**src/rtl/color_memory.sv**
```systemverilog
// color_memory: 8-entry palette of 24-bit {G,B,R} LED colors.
// Combinational read, clocked byte-enabled write, synchronous defaults restore,
// and asynchronous reset back to the default palette.
module color_memory #(
    parameter int unsigned ADDR_W = 3,
    parameter int unsigned DATA_W = 24
) (
    input  logic                  clk,
    input  logic                  rst_n,
    input  logic [ADDR_W-1:0]     addr,
    output logic [DATA_W-1:0]     data_out,
    input  logic                  wr_en,
    input  logic [ADDR_W-1:0]     wr_addr,
    input  logic [DATA_W-1:0]     wr_data,
    input  logic [DATA_W/8-1:0]   wr_be,
    input  logic                  restore
);

    localparam int unsigned DEPTH  = 1 << ADDR_W;
    localparam int unsigned NBYTES = DATA_W / 8;

    logic [DATA_W-1:0] mem_q [DEPTH];
    logic [DATA_W-1:0] mem_d [DEPTH];

    // Default palette: white, red, off, green, teal, then off for the rest.
    function automatic logic [DATA_W-1:0] default_color(input int unsigned idx);
        logic [DATA_W-1:0] color;
        case (idx)
            0:       color = DATA_W'(24'hFFFFFF);
            1:       color = DATA_W'(24'h0000FF);
            3:       color = DATA_W'(24'hFF0000);
            4:       color = DATA_W'(24'hFFFF00);
            default: color = '0;
        endcase
        return color;
    endfunction

    // Next palette contents: restore wins over a same-cycle write.
    always_comb begin
        for (int unsigned i = 0; i < DEPTH; i++) begin
            mem_d[i] = mem_q[i];
        end
        if (restore) begin
            for (int unsigned i = 0; i < DEPTH; i++) begin
                mem_d[i] = default_color(i);
            end
        end else if (wr_en) begin
            for (int unsigned k = 0; k < NBYTES; k++) begin
                if (wr_be[k]) begin
                    mem_d[wr_addr][8*k +: 8] = wr_data[8*k +: 8];
                end
            end
        end
    end

    // Palette storage; reset reloads defaults without waiting for a clock.
    always_ff @(posedge clk or negedge rst_n) begin
        if (!rst_n) begin
            for (int unsigned i = 0; i < DEPTH; i++) begin
                mem_q[i] <= default_color(i);
            end
        end else begin
            for (int unsigned i = 0; i < DEPTH; i++) begin
                mem_q[i] <= mem_d[i];
            end
        end
    end

    // Zero-latency read so serializers see the color as soon as the code changes.
    always_comb begin
        data_out = mem_q[addr];
    end

endmodule

```
**config.mk**
```make
export PLATFORM = sky130hd
export DESIGN_NAME = color_memory
export DESIGN_NICKNAME = d
export VERILOG_FILES = /design/src/rtl/color_memory.sv
export SDC_FILE = /design/constraint.sdc
export NUM_CORES = 1
export LEC_CHECK = 0
export ABC_AREA = 1
export CORE_UTILIZATION = 40
export DETAILED_ROUTE_END_ITERATION = 10
export PLACE_DENSITY = 0.67
export RECOVER_POWER = 100
export SYNTH_ARGS = -nofsm -noshare
export SYNTH_HDL_FRONTEND = slang
export SYNTH_SLANG_ARGS = --single-unit
```
**constraint.sdc**
```tcl
create_clock -name clk -period 2 [get_ports clk]
set_clock_uncertainty 0.1 [all_clocks]
set_input_delay 0.3 -clock clk [delete_from_list [all_inputs] [get_ports clk]]
set_output_delay 0.3 -clock clk [all_outputs]
set_load 0.05 [all_outputs]
```
==> flow_metrics.py <==
metrics = {
    "outcome": {
        "run_status": "finished, final reports clean",
    },
    "synth": {
        "fraction_of_the_yosys_area_taken_by_sequential_cells": 0.471,
        "yosysWarnings": 0,
        "synth_top_cell_by_area": "sky130_fd_sc_hd__dfrtp_1",
        "synth.area.top_cells": "sky130_fd_sc_hd__dfrtp_1, sky130_fd_sc_hd__nand2_1, sky130_fd_sc_hd__dfstp_2",
        "syn-instance-count": 1566,
        "post_synth_instance_area_um2": 10400,
        "synth_top_cell_area_share": 0.329,
        "synth.distinct_cells": 15,
        "synth_fp_nets": 1603,
        "ys_ff_latch": 192,
        "synth.avg_cell_area_um2": 6.61,
    },
    "setup_path": {
        "reg2reg_setup_slack_ns": 1.15,
        "worstPathArrival_ns": 1.56,
        "r2r-end": "mem_q[177]",
        "path_cells": "inv_1 > nand2_1 > nand3_2 > nand2_1 > nand2_2 > nand2_2 > buf_12",
        "crit_family": "flip-flops",
        "bufs_and_invs_on_worst_path": 2,
        "worstRegToRegCells": 2,
        "critical_path.endpoint_type": "primary output",
        "slowest_stage": "sky130_fd_sc_hd__dfstp_2",
        "required_ns": 1.60,
        "rr_startpoint": "mem_q[177]",
        "critPathKind": "reg -> out",
        "worstPathMaxFanout": 2,
        "critical_path.startpoint_type": "flop",
        "crit_path_max_incr_delay_ns": 0.53,
    },
    "cts": {
        "cts_tree": "done",
        "clock_tree.root_cell": "sky130_fd_sc_hd__clkbuf_16",
        "cts_num_sinks": 192,
        "cts.reportedPaths.clkPinSlew_ns": 0.08,
        "tritoncts.num_buffers": 17,
        "clock_tree.htree_level_count": 4,
        "clock_insertion_delay_worst_skew_ns": 0.43,
        "clock_path_buffers": 2,
        "cts_setup_buffers": 0,
    },
    "finish": {
        "instances_no_fill": 1982,
        "register_containing_the_most_flip_flops_in_the_final_layout": "mem_q",
        "final_cell_area_um2": 12700,
        "num_antenna_cells": 0,
        "area.growth.synth_to_final_pct": 22.3,
        "n_fill_cell": 2459,
        "drive_above_1_share": 0.137,
        "final_net_count": 1676,
        "final_cell_mix": "sky130_fd_sc_hd__nand2_1, sky130_fd_sc_hd__inv_1, sky130_fd_sc_hd__nand3_1",
        "mostFrequentLayoutCell": "sky130_fd_sc_hd__nand2_1",
        "biggestRegsByFlops": "mem_q x192",
        "largest_register_ff_count": 192,
        "post-route-util": 0.500,
    },
    "hold_path": {
        "hold_path_class": "in -> async",
    },
    "sta": {
        "finalCritPeriodShare": 0.980,
        "timing.final.ws_setup_ns": 0.0403,
        "setup_violations": 0,
        "final.min_clock_period_ns": 1.96,
        "number_of_pins_exceeding_their_max_slew_limit_in_the_final_report": 0,
        "report.final.hold_viol_count": 0,
        "timing_worst_slew_pin_value_ns": 0.855,
        "max_slew_margin": 0.430,
        "grt_setup_unrepaired": "yes",
        "maxClockFrequency_mhz": 510,
    },
    "place": {
        "numPlacedInstances": 1949,
        "globalplace.congestion": 0.848,
        "dp_slack_ns": -0.170,
        "placement.cell_area_um2": 12000,
        "place.port_buffers": 60,
        "detailed_place_hpwl_mm": 20.4,
    },
    "die": {
        "floorplan.die_area_um2": 26500,
        "start_util": 0.409,
        "design.portCount": 61,
        "die-height_um": 163,
        "core_area_um2": 25300,
        "rows": 58,
        "die_width_um": 163,
    },
    "route": {
        "drt_pre_antenna_iters": 7,
        "route.antenna.remaining_nets": 0,
        "post_drt_via_cell_ratio": 4.97,
        "via_count": 9854,
        "wl_mm": 30.6,
        "drt-wirelength-per-cell_um": 15.4,
        "drt_drc_violations_left": 0,
        "detailedRoute.firstIterationViolations": 773,
    },
    "pwr": {
        "peakVddDrop_mv": 0.438,
        "power.leakage_nw": 7.07,
        "totalPowerFinal_mw": 9.81,
        "power.density_nw_per_um2": 774,
    },
    "global_routing": {
        "gr-total-overflow": 0,
        "gr_layer_usage_met3": 0.0328,
        "grt_busiest_layer": "met2",
        "first_pass_grt_wire_length_mm": 49.3,
        "globalRouteMet1Util": 0.338,
        "maximum_number_of_pins_on_one_net_before_global_route_repair": 52,
        "met2_usage_in_global_routing": 0.381,
        "global_route.usage.total": 0.242,
        "antenna_found_initial": 0,
        "first_global_vias": 9329,
    },
    "job": {
        "max_cap_violations": 0,
    },
}
[area by class of cell]
type                            instances  area, µm²  share of cell area
Multi-Input combinational cell       1073       4440               0.350
Clock buffer                           17        425              0.0336
Clock inverter                         15        190              0.0150
Sequential cell                       192       4870               0.385
Inverter                              238        893              0.0705
Timing Repair Buffer                  117       1440               0.113
Tap cell                              330        413              0.0326
[per-layer routing]
layer,vias up,wire [µm]
li1,4785,-
met1,4646,13900
met2,368,13900
met3,55,1910
met4,0,868
met5,-,0
[how the worst max path moves through the flow]
| stage | cells past startpoint | slack, ns | end | start |
|---|---|---|---|---|
| finish | 7 | 0.04 | data_out[6] | mem_q[174] |
| global route | 7 | -0.02 | data_out[23] | mem_q[191] |
| CTS | 7 | 0.003 | data_out[3] | mem_q[147] |
| detailed placement | 6 | -0.17 | mem_q[57] | wr_en |
| global placement | 6 | -0.10 | mem_q[57] | wr_en |
| floorplan | 9 | 0.23 | data_out[0] | addr[0] |
[through the flow]
step           TNS (ns)  hold WS [ns]
3_3_place_gp      -2.50         0.205
3_5_place_dp      -5.19         0.198
6_report              0         0.270
2_1_floorplan         0       -0.0956
5_1_grt          -0.105         0.311
4_1_cts               0         0.291
[report_power, final]
part           internal [mW]  total [mW]  switching (mW)  leakage (nW)
combinational          0.685        1.91            1.23          4.29
sequential              4.23        4.36           0.131          2.48
clock                   1.80        3.54            1.73         0.296
total                   6.72        9.81            3.09          7.07
[synth_stat cells (all sizes together)]
cell type / count
buf: 45
clkbuf: 18
clkinv: 7
dfrtp: 136
dfstp: 56
inv: 231
nand2: 880
nand3: 158
nor2: 3
o21ai: 32
[worst reg2reg max path: stages (launching register included)]
cell and delay, ns:
sky130_fd_sc_hd__dfstp_2 0.56, sky130_fd_sc_hd__nand2_1 0.06, sky130_fd_sc_hd__nand2_1 0.08
[cells by family after synthesis]
group | Yosys count | share of synthesized area
and+or+nand+nor | 1041 | 0.399
DFF | 192 | 0.471
buffers and inverters | 301 | 0.115
AOI/OAI and AO/OA | 32 | 0.0155
[repair_timing]
action / 4_1_cts / 5_1_grt
endpoints found under the setup margin: 9 / 20
hold buffers: 1 / 0
endpoints found under the hold margin: 29 / 0
resized for setup: 10 / 54
pin swaps: 0 / 14
(Power assumes the default switching activity.)
